[src/rtl/pc_gen.sv]
// Program counter generator: BOOT delay, then sequential fetch with trap/redirect/halt control.
// Latency: pc_out, pc_valid and misaligned are registered; pc_next is the combinational next pc_out.
// Backpressure: stall holds pc_out in RUN; trap and redirect override stall, and HALT holds pc_out until resume.
module pc_gen #(
    parameter int              XLEN         = 32,
    parameter logic [XLEN-1:0] RESET_VECTOR = XLEN'(32'h0000_0000),
    parameter logic [XLEN-1:0] TRAP_VECTOR  = XLEN'(32'h0000_0100),
    parameter int              BOOT_CYCLES  = 2
) (
    input  logic            clk,
    input  logic            rst_n,
    input  logic            stall,
    input  logic            redirect_valid,
    input  logic [XLEN-1:0] redirect_target,
    input  logic            trap_valid,
    input  logic            halt_req,
    input  logic            resume,
    output logic [XLEN-1:0] pc_out,
    output logic [XLEN-1:0] pc_next,
    output logic            pc_valid,
    output logic            misaligned,
    output logic [1:0]      state_o
);

    typedef enum logic [1:0] {
        ST_BOOT = 2'd0,
        ST_RUN  = 2'd1,
        ST_HALT = 2'd2
    } state_t;

    localparam logic [3:0] BOOT_LAST = 4'(BOOT_CYCLES - 1);

    state_t          state, state_nxt;
    logic [3:0]      boot_cnt, boot_cnt_nxt;
    logic            pc_valid_nxt;
    logic            misaligned_nxt;

    always_ff @(posedge clk or negedge rst_n) begin
        if (!rst_n) begin
            state      <= ST_BOOT;
            boot_cnt   <= 4'd0;
            pc_out     <= RESET_VECTOR;
            pc_valid   <= 1'b0;
            misaligned <= 1'b0;
        end else begin
            state      <= state_nxt;
            boot_cnt   <= boot_cnt_nxt;
            pc_out     <= pc_next;
            pc_valid   <= pc_valid_nxt;
            misaligned <= misaligned_nxt;
        end
    end

    always_comb begin
        state_nxt      = state;
        boot_cnt_nxt   = boot_cnt;
        pc_next        = pc_out;
        pc_valid_nxt   = pc_valid;
        misaligned_nxt = 1'b0;
        case (state)
            ST_BOOT: begin
                pc_next      = RESET_VECTOR;
                pc_valid_nxt = 1'b0;
                if (boot_cnt == BOOT_LAST) begin
                    state_nxt    = ST_RUN;
                    boot_cnt_nxt = 4'd0;
                    pc_valid_nxt = 1'b1;
                end else begin
                    boot_cnt_nxt = boot_cnt + 4'd1;
                end
            end
            ST_RUN: begin
                pc_valid_nxt = 1'b1;
                if (trap_valid) begin
                    pc_next = TRAP_VECTOR;
                end else if (redirect_valid) begin
                    // A misaligned target is turned into a trap rather than fetched.
                    if (redirect_target[1:0] != 2'b00) begin
                        pc_next        = TRAP_VECTOR;
                        misaligned_nxt = 1'b1;
                    end else begin
                        pc_next = redirect_target;
                    end
                end else if (halt_req) begin
                    state_nxt    = ST_HALT;
                    pc_valid_nxt = 1'b0;
                end else if (!stall) begin
                    pc_next = pc_out + XLEN'(4);
                end
            end
            ST_HALT: begin
                pc_valid_nxt = 1'b0;
                if (resume) begin
                    state_nxt    = ST_RUN;
                    pc_valid_nxt = 1'b1;
                end
            end
            default: begin
                state_nxt    = ST_BOOT;
                boot_cnt_nxt = 4'd0;
                pc_next      = RESET_VECTOR;
                pc_valid_nxt = 1'b0;
            end
        endcase
    end

    assign state_o = state;

endmodule

[config.mk]
export PLATFORM = sky130hd
export DESIGN_NAME = pc_gen
export DESIGN_NICKNAME = d
export VERILOG_FILES = /design/src/rtl/pc_gen.sv
export SDC_FILE = /design/constraint.sdc
export NUM_CORES = 1
export LEC_CHECK = 0
export CAP_MARGIN = 20
export CORE_ASPECT_RATIO = 0.9
export CORE_MARGIN = 10
export CORE_UTILIZATION = 45
export DETAILED_ROUTE_END_ITERATION = 10
export GPL_ROUTABILITY_DRIVEN = 0
export PLACE_DENSITY = 0.8
export SYNTH_ARGS = -nofsm -noshare
export SYNTH_HDL_FRONTEND = slang
export SYNTH_SLANG_ARGS = --single-unit
[constraint.sdc]
create_clock -name clk -period 3.35 [get_ports clk]
set_input_delay 0.8375 -clock clk [delete_from_list [all_inputs] [get_ports clk]]
set_output_delay 0.8375 -clock clk [all_outputs]
set_load 0.005 [all_outputs]
---- Word level (Yosys, flattened, before mapping) ----
Index checks and enable logic that the tools add are counted.
cells by class
  reductions and logical operators ........ 4
  mux-type cells .......................... 24
  $add $sub $neg .......................... 2
  equal/unequal tests ..................... 8
operators with widths
  operator                                                                number
  32-bit two-way mux                                                      5
  32-bit case mux with 2 select lines                                     1
  32-bit by 3-bit adder with 32-bit output (second input constant)        1
  2-bit two-way mux                                                       5
  2-bit != test (second input constant)                                   5
  1-bit two-way mux                                                       9
  4-bit case mux with 2 select lines                                      1
  2-bit case mux with 3 select lines                                      1
  5-bit AND reduction                                                     1
  4-bit by 1-bit adder with 4-bit output (second input constant)          1
  4-bit by 1-bit equality test with 1-bit output (second input constant)  1
  4-bit two-way mux                                                       1
  1-bit case mux with 3 select lines                                      1
  2-bit by 1-bit equality test with 1-bit output (second input constant)  1
  2-bit equality test (second input constant)                             1
  2-bit zero test                                                         1
  2-bit nonzero test                                                      1
  2-bit OR reduction                                                      1
word-level totals
  word-level logic and storage cells ...... 43
  output and inout bits ................... 68
  bits in registers ....................... 40
  bits of input ports ..................... 39

---- Logic depth before layout (Yosys ltp) ----
Gate-level depths: netlist of the first run.
  depth in word-level cells ............... 6
  depth in mapped cells ................... 9
  depth with buffers taken out ............ 7

---- Least setup slack after synthesis of the first run ----
Ideal clock, no wire load.
  path kind ............................... input-to-output
  from .................................... in stall
  to ...................................... out pc_next[11]
  setup slack ............................. 0.337 ns
  stages on the path ...................... 5
  path buffers ............................ 0
  arrival time ............................ 2.176 ns
  required time ........................... 2.513 ns
  path through ............................ or3b_1 -> or4_4 -> nor3b_2 -> a21oi_1 -> a21oi_1
on the way
  longest elaborated chain between the ends .. 5
ends and longest elaborated chain
  item                                 line  text
  start, declared                      12    input logic stall,
  32-bit two-way mux                   87    end else if (!stall) begin
  32-bit two-way mux                   84    end else if (halt_req) begin
  32-bit two-way mux                   76    end else if (redirect_valid) begin
  32-bit two-way mux                   74    if (trap_valid) begin
  32-bit case mux with 2 select lines  60    case (state)
  end, declared                        19    output logic [XLEN-1:0] pc_next,
Every way passes these cells.

---- Worst setup path after layout of the first run ----
  from .................................... reg pc_out[24]
  to ...................................... out pc_next[26]
on the way
  longest elaborated chain between the ends .. 6
ends and longest elaborated chain
  item                                      line  text
  start, declared                           18    output logic [XLEN-1:0] pc_out,
  start signal, assigned                    48    pc_out <= pc_next;
  32-bit by 3-bit adder with 32-bit output  88    pc_next = pc_out + XLEN'(4);
  32-bit two-way mux                        87
  32-bit two-way mux                        84
  32-bit two-way mux                        76
  32-bit two-way mux                        74
  32-bit case mux with 2 select lines       60
Every way passes these cells.

==> results.toml, run 1 <==
[floorplanning]
die-area_sq_um = 10000
die_w_um = 104
num_rows = 27
dieHeight_um = 96.0
start_util = 0.467
core_sq_um = 6180
ios = 107

[clocking]
clockRootBuffer = "clkbuf_8"
clock_latency_ns = 0.31
hold_buffers = 0
clockBufferDepth = 2
cts.sinks = 40
cts_buffers = 5
htree_levels = 2
clk_pin_slew_worst_paths_ns = 0.10
cts_tree = "yes"

[sta]
setup_viol = 0
whs_ns = 0.528
finalCritPeriodShare = 1.00
slew_violations = 0
hold_viol = 0
rsz0062_at_grt = "true"
tightest_slew_ns = 0.976
fin_setup_tns_ns = 0
slew_headroom = 0.349
fmax_ghz = 0.299
clock_skew_ns = 0.0132
min_period_ns = 3.35

[power_and_ir_drop]
power_density_nw_per_um2 = 477
p_sw_frac = 0.404
combPwrFrac = 0.503
ir_drop_v = 0.000355
p_int_mw = 1.40
power_switching_uw = 953
clkPwrFrac = 0.243
leakagePower_nw = 2.10
seqPwrFrac = 0.255

[finish]
area_growth_syn_to_layout_pct = 71.2
nets = 566
fin_util = 0.800
layout-drive-gt1-share = 0.290
antenna_cells = 0
fin_area_sq_um = 4940

[yosys]
synth_cells = 353
ys_seq_area_frac = 0.347
yosysUniqueCellTypes = 62
synth_area_sq_um = 2890
synth_warnings = 0
synth_edf_count = 0
syn_nets = 399
async_flop_share = 1.00
ys.flop_type = "dfrtp_1"
ys_seq_elements = 40
avgSynthCellArea_sq_um = 8.18

[flow_run]
cap_violations = 0

[place]
numPortBuffers = 106
place_area_sq_um = 4390
dp_hpwl_mm = 8.43

[setup_path]
regToRegSetupSlack_ns = 1.08
crit_fanout = 5
crit_required_ns = 2.51
crit_arrival_ns = 2.51
critPathCaptureType = "primary output"
critPathKind = "flip-flop to primary output"
worstSetupStartpointType = "flip-flop"

[drt]
via_per_inst = 6.32
drc = 0
drt-initial-drc-count = 380
antenna_left = 0
wl_per_cell_um = 21.7
wl_mm = 13.2
vias = 3845
drt-pass1-iter-count = 5

[global_route]
antenna_found_initial = 0
grt_pass1_vias = 3759
grt_pass1_wl_mm = 20.1
grt_usage = 0.245
grt_overflow = 0
grt_start_max_net_pins = 41

[status]
outcome = "completed"

[min_path]
hp-class = "flip-flop to flip-flop"
[metrics by stage]
stage	power, mW	setup WS [ns]	instances
floorplan	1.13	0.337	353
global route	2.46	-0.0661	608
CTS	2.23	-0.0162	603
detailed placement	1.63	-0.729	579
finish	2.36	0.0000726	608
global placement	1.60	-0.716	579
[power by group through the flow]
stage	clock, mW	combinational [mW]	sequential [mW]
2_1_floorplan	0	0.520	0.605
3_3_place_gp	0	1.00	0.596
3_5_place_dp	0	1.03	0.601
4_1_cts	0.568	1.07	0.592
5_1_grt	0.597	1.26	0.608
6_report	0.572	1.18	0.601
[final timing paths]
check | start | endpoint | cells after the start
max in group asynchronous | rst_n | state_o[0] | 1
worst min-delay path | pc_out[1] | pc_out[1] | 2
worst min register to register | pc_out[1] | pc_out[1] | 2
worst max register to register | pc_out[5] | pc_out[9] | 11
worst max-delay path | pc_out[24] | pc_next[26] | 6
min in group asynchronous | rst_n | pc_out[17] | 1
[cells in the final DEF, fill, tap and decap left out, drive strengths merged, types with 2 or more instances in the layout]
cell type,count
a211oi,8
a21boi,3
a21o,4
a21oi,29
a221oi,10
a22oi,3
a31oi,7
a32o,2
and2,2
and3,5
buf,81
bufinv,3
clkbuf,12
clkdlybuf4s15,2
clkdlybuf4s50,70
dfrtp,40
dlygate4sd2,22
ha,7
inv,10
mux2i,8
nand2,53
nand2b,2
nand3,17
nand4,9
nand4b,2
nor2,24
nor3,12
nor3b,4
nor4,8
o211ai,5
o21ai,20
o21bai,2
o31ai,2
o32ai,3
or2,2
or3,2
or3b,2
xnor2,3
xor2,3
[layer usage]
metal | share of wire | track usage | up-vias
li1 | - | - | 1653
met1 | 0.38 | 0.291 | 1859
met2 | 0.48 | 0.415 | 271
met3 | 0.099 | 0.0655 | 62
met4 | 0.039 | 0.104 | 0
met5 | 0 | 0 | -
[cell families after synthesis]
| kind of cell | after synthesis | share of synthesized area |
|---|---|---|
| AOI/OAI and AO/OA | 107 | 0.246 |
| xor gates and xnor gates | 6 | 0.0182 |
| adders and majority gates | 7 | 0.0303 |
| buffers and inverters | 34 | 0.0472 |
| DFF | 40 | 0.347 |
| muxes | 8 | 0.0277 |
| and+or+nand+nor | 151 | 0.284 |
[Yosys cell counts, types with 3 or more instances]
cell type,n,share of area
nor4_1,5,0.011
and3_1,5,0.011
clkbuf_1,16,0.021
o21ai_0,19,0.033
nor3_1,12,0.021
nor4_2,3,0.013
o211ai_1,5,0.013
a21oi_1,29,0.050
o32ai_1,3,0.0091
a21o_1,4,0.010
a31oi_1,7,0.015
nor2_1,24,0.031
nand4_1,8,0.017
a221oi_1,10,0.030
a22oi_1,3,0.0078
buf_2,4,0.0069
dfrtp_1,40,0.35
a21boi_0,3,0.0078
a211oi_1,7,0.018
nand3_1,16,0.028
xnor2_1,3,0.0091
nand2_1,53,0.069
ha_1,7,0.030
xor2_1,3,0.0091
mux2i_1,8,0.028
inv_1,11,0.014
[worst max-delay path: stages (launching register included)]
cell and delay, ns:
dfrtp_1 0.43, nand4_1 0.35, or2_2 0.49, nor3_2 0.19
mux2i_1 0.12, a211oi_2 0.31, dlygate4sd2_1 0.32
[repair_timing]
| item | in CTS | in global routing |
|---|---|---|
| pin swaps | 18 | 16 |
| setup endpoints to repair | 32 | 27 |
| gates resized for setup | 108 | 26 |
| setup buffers | 16 | 7 |
| endpoints found under the hold margin | 0 | 0 |
[sequential cells by signal, indices dropped and copies added, names as in the netlist]
register / flops
pc_valid: 1
state_o: 2
misaligned: 1
pc_out: 32
boot_cnt: 4
[final cells by class]
type | count | area (sq um)
flip-flops and latches | 40 | 1000
repair buffers | 182 | 1600
clock inverters | 3 | 90.1
clock buffers | 5 | 68.8
multi-input cells | 279 | 2030
inverters | 12 | 48.8
well taps | 87 | 109
fillers | 363 | 1240
Note: power is estimated with default switching activity, not from simulation.
==> run 2, diff against run 1 <==
ABC_AREA = 1   (was unset)
PLACE_DENSITY = 0.79   (was 0.8)
==> run 2 against run 1 <==
  * Worst setup slack improved by 0.091 ns
  * Clock-buffer cell count unchanged
  * Largest power group unchanged
  * Sequential cell count did not move
  * Critical endpoint is now pc_next[11]
  * Via count shrank 3.2%
  * Global-route usage is 2.9 points lower
  * Non-clock buffer count fell by 47
==> results.toml, run 2 <==
[sta]
slew_headroom = 0.377
min_period_ns = 3.26
fin_setup_tns_ns = 0
fmax_ghz = 0.307
finalCritPeriodShare = 0.973
hold_viol = 0
clock_skew_ns = 0.00671
setup_viol = 0
tightest_slew_ns = 0.934
whs_ns = 0.511
slew_violations = 0

[drt]
drt-initial-drc-count = 405
wl_per_cell_um = 16.5
wl_mm = 11.3
via_per_inst = 5.41
drt-pass1-iter-count = 5
drc = 0
antenna_left = 0
vias = 3723

[clocking]
hold_buffers = 0
clockBufferDepth = 2
cts.sinks = 40
cts_buffers = 5
clock_latency_ns = 0.30
clockRootBuffer = "clkbuf_8"
clk_pin_slew_worst_paths_ns = 0.08
htree_levels = 2
cts_tree = "yes"

[yosys]
ys_seq_elements = 40
synth_common_cells = "nand2_1, a21oi_1, nor2_1"
syn_nets = 517
async_flop_share = 1.00
synthTopCellsByArea = "dfrtp_1, nand2_1, a21oi_1"
synth_area_sq_um = 3060
synth_edf_count = 0
synth_top_area_cell = "dfrtp_1"
synth_cells = 471
synth_top_area_share = 0.327
avgSynthCellArea_sq_um = 6.50
yosysUniqueCellTypes = 31
synth_warnings = 0
synth.most_common_cell = "nand2_1"
ys.flop_type = "dfrtp_1"
ys_seq_area_frac = 0.327

[setup_path]
critPathKind = "input port to primary output"
crit_fanout = 5
critPathCaptureType = "primary output"
crit_required_ns = 2.51
crit_arrival_ns = 2.42
worstSetupStartpointType = "input port"

[power_and_ir_drop]
power_switching_uw = 837
power_density_nw_per_um2 = 467
p_int_mw = 1.31
leakagePower_nw = 1.94
p_sw_frac = 0.390
seqPwrFrac = 0.305
ir_drop_v = 0.000272
clkPwrFrac = 0.261
combPwrFrac = 0.434
finalPower_mw = 2.14

[global_route]
antenna_found_initial = 1
grt_pass1_vias = 3677
grt_overflow = 0
grt_usage = 0.215
grt_pass1_wl_mm = 18.8
grt_start_max_net_pins = 41

[finish]
top_register = "pc_out"
nets = 642
fin_util = 0.698
final_cells = 688
largest_reg_flops = 32
final_cell_mix = "nand2_1, clkdlybuf4s50_1, a21oi_1"
mostFrequentLayoutCell = "nand2_1"
layout-drive-gt1-share = 0.147
area_growth_syn_to_layout_pct = 50.1

[place]
dp.cells = 676
numPortBuffers = 106
dp_hpwl_mm = 8.65

[min_path]
hp-class = "flip-flop to flip-flop"

[floorplanning]
dieHeight_um = 98.3
num_rows = 28
die-area_sq_um = 10500
core_sq_um = 6590
start_util = 0.465
die_w_um = 107
ios = 107

[status]
outcome = "completed"

[flow_run]
cap_violations = 0
-- run 2: stage by stage --
stage,instance area (sq um),setup WS (ns)
floorplan,3060,0.734
global placement,4370,-0.345
detailed placement,4370,-0.386
CTS,4560,0.00343
global route,4600,-0.00214
finish,4600,0.0913
-- run 2: layer usage --
metal / track usage / up-vias / routed length [um]
met4: 0.0708 / 0 / 210
met2: 0.347 / 174 / 5310
met5: 0 / - / 0
li1: - / 1789 / -
met1: 0.275 / 1736 / 4750
met3: 0.0519 / 24 / 1060
-- run 2: area by class of cell --
class | instances | area [sq um]
fillers | 577 | 1990
multi-input cells | 378 | 1940
repair buffers | 135 | 1250
flip-flops and latches | 40 | 1000
inverters | 36 | 135
well taps | 90 | 113
clock inverters | 3 | 90.1
clock buffers | 5 | 68.8
diodes | 1 | 2.50
-- run 2: worst paths after layout --
path	to	startpoint	slack [ns]	depth (start not counted)
max in group asynchronous	pc_out[8]	rst_n	2.09	1
worst max-delay path	pc_next[11]	stall	0.09	11
min in group asynchronous	state_o[0]	rst_n	0.65	1
worst min register to register	pc_out[0]	pc_out[0]	0.51	2
worst max register to register	pc_out[1]	state_o[1]	1.55	10
worst min-delay path	pc_out[0]	pc_out[0]	0.51	2
-- run 2: cell families after synthesis --
kind of cell	after synthesis	synth area share
AND/OR/NAND/NOR	278	0.411
AO/OA/AOI/OAI	88	0.156
buffers and inverters	54	0.0662
flip-flops	40	0.327
adder cells (fa/ha/maj)	7	0.0286
XOR/XNOR	4	0.0114
-- run 2: repair_timing --
| item | CTS | global route |
|---|---|---|
| pin swaps | 6 | 4 |
| setup endpoints to repair | 32 | 11 |
| cloned | 1 | 0 |
| buffers inserted | 1 | 1 |
| resized for setup | 49 | 12 |
-- run 2: power groups by stage --
stage	registers (mW)	logic (mW)	clock network (mW)
floorplan	0.641	0.471	0
global placement	0.653	0.898	0
detailed placement	0.660	0.929	0
CTS	0.652	0.923	0.564
global route	0.669	1.03	0.593
finish	0.655	0.930	0.559
-- run 2: worst max-delay path: stages --
cell           delay [ns]
dlygate4sd2_1        0.27
inv_2                0.09
nand2_4              0.08
nor2_4               0.15
nand2_4              0.12
buf_4                0.18
o21ai_1              0.14
nand2_1              0.08
o21ai_2              0.12
a21oi_2              0.07
dlygate4sd2_1        0.27
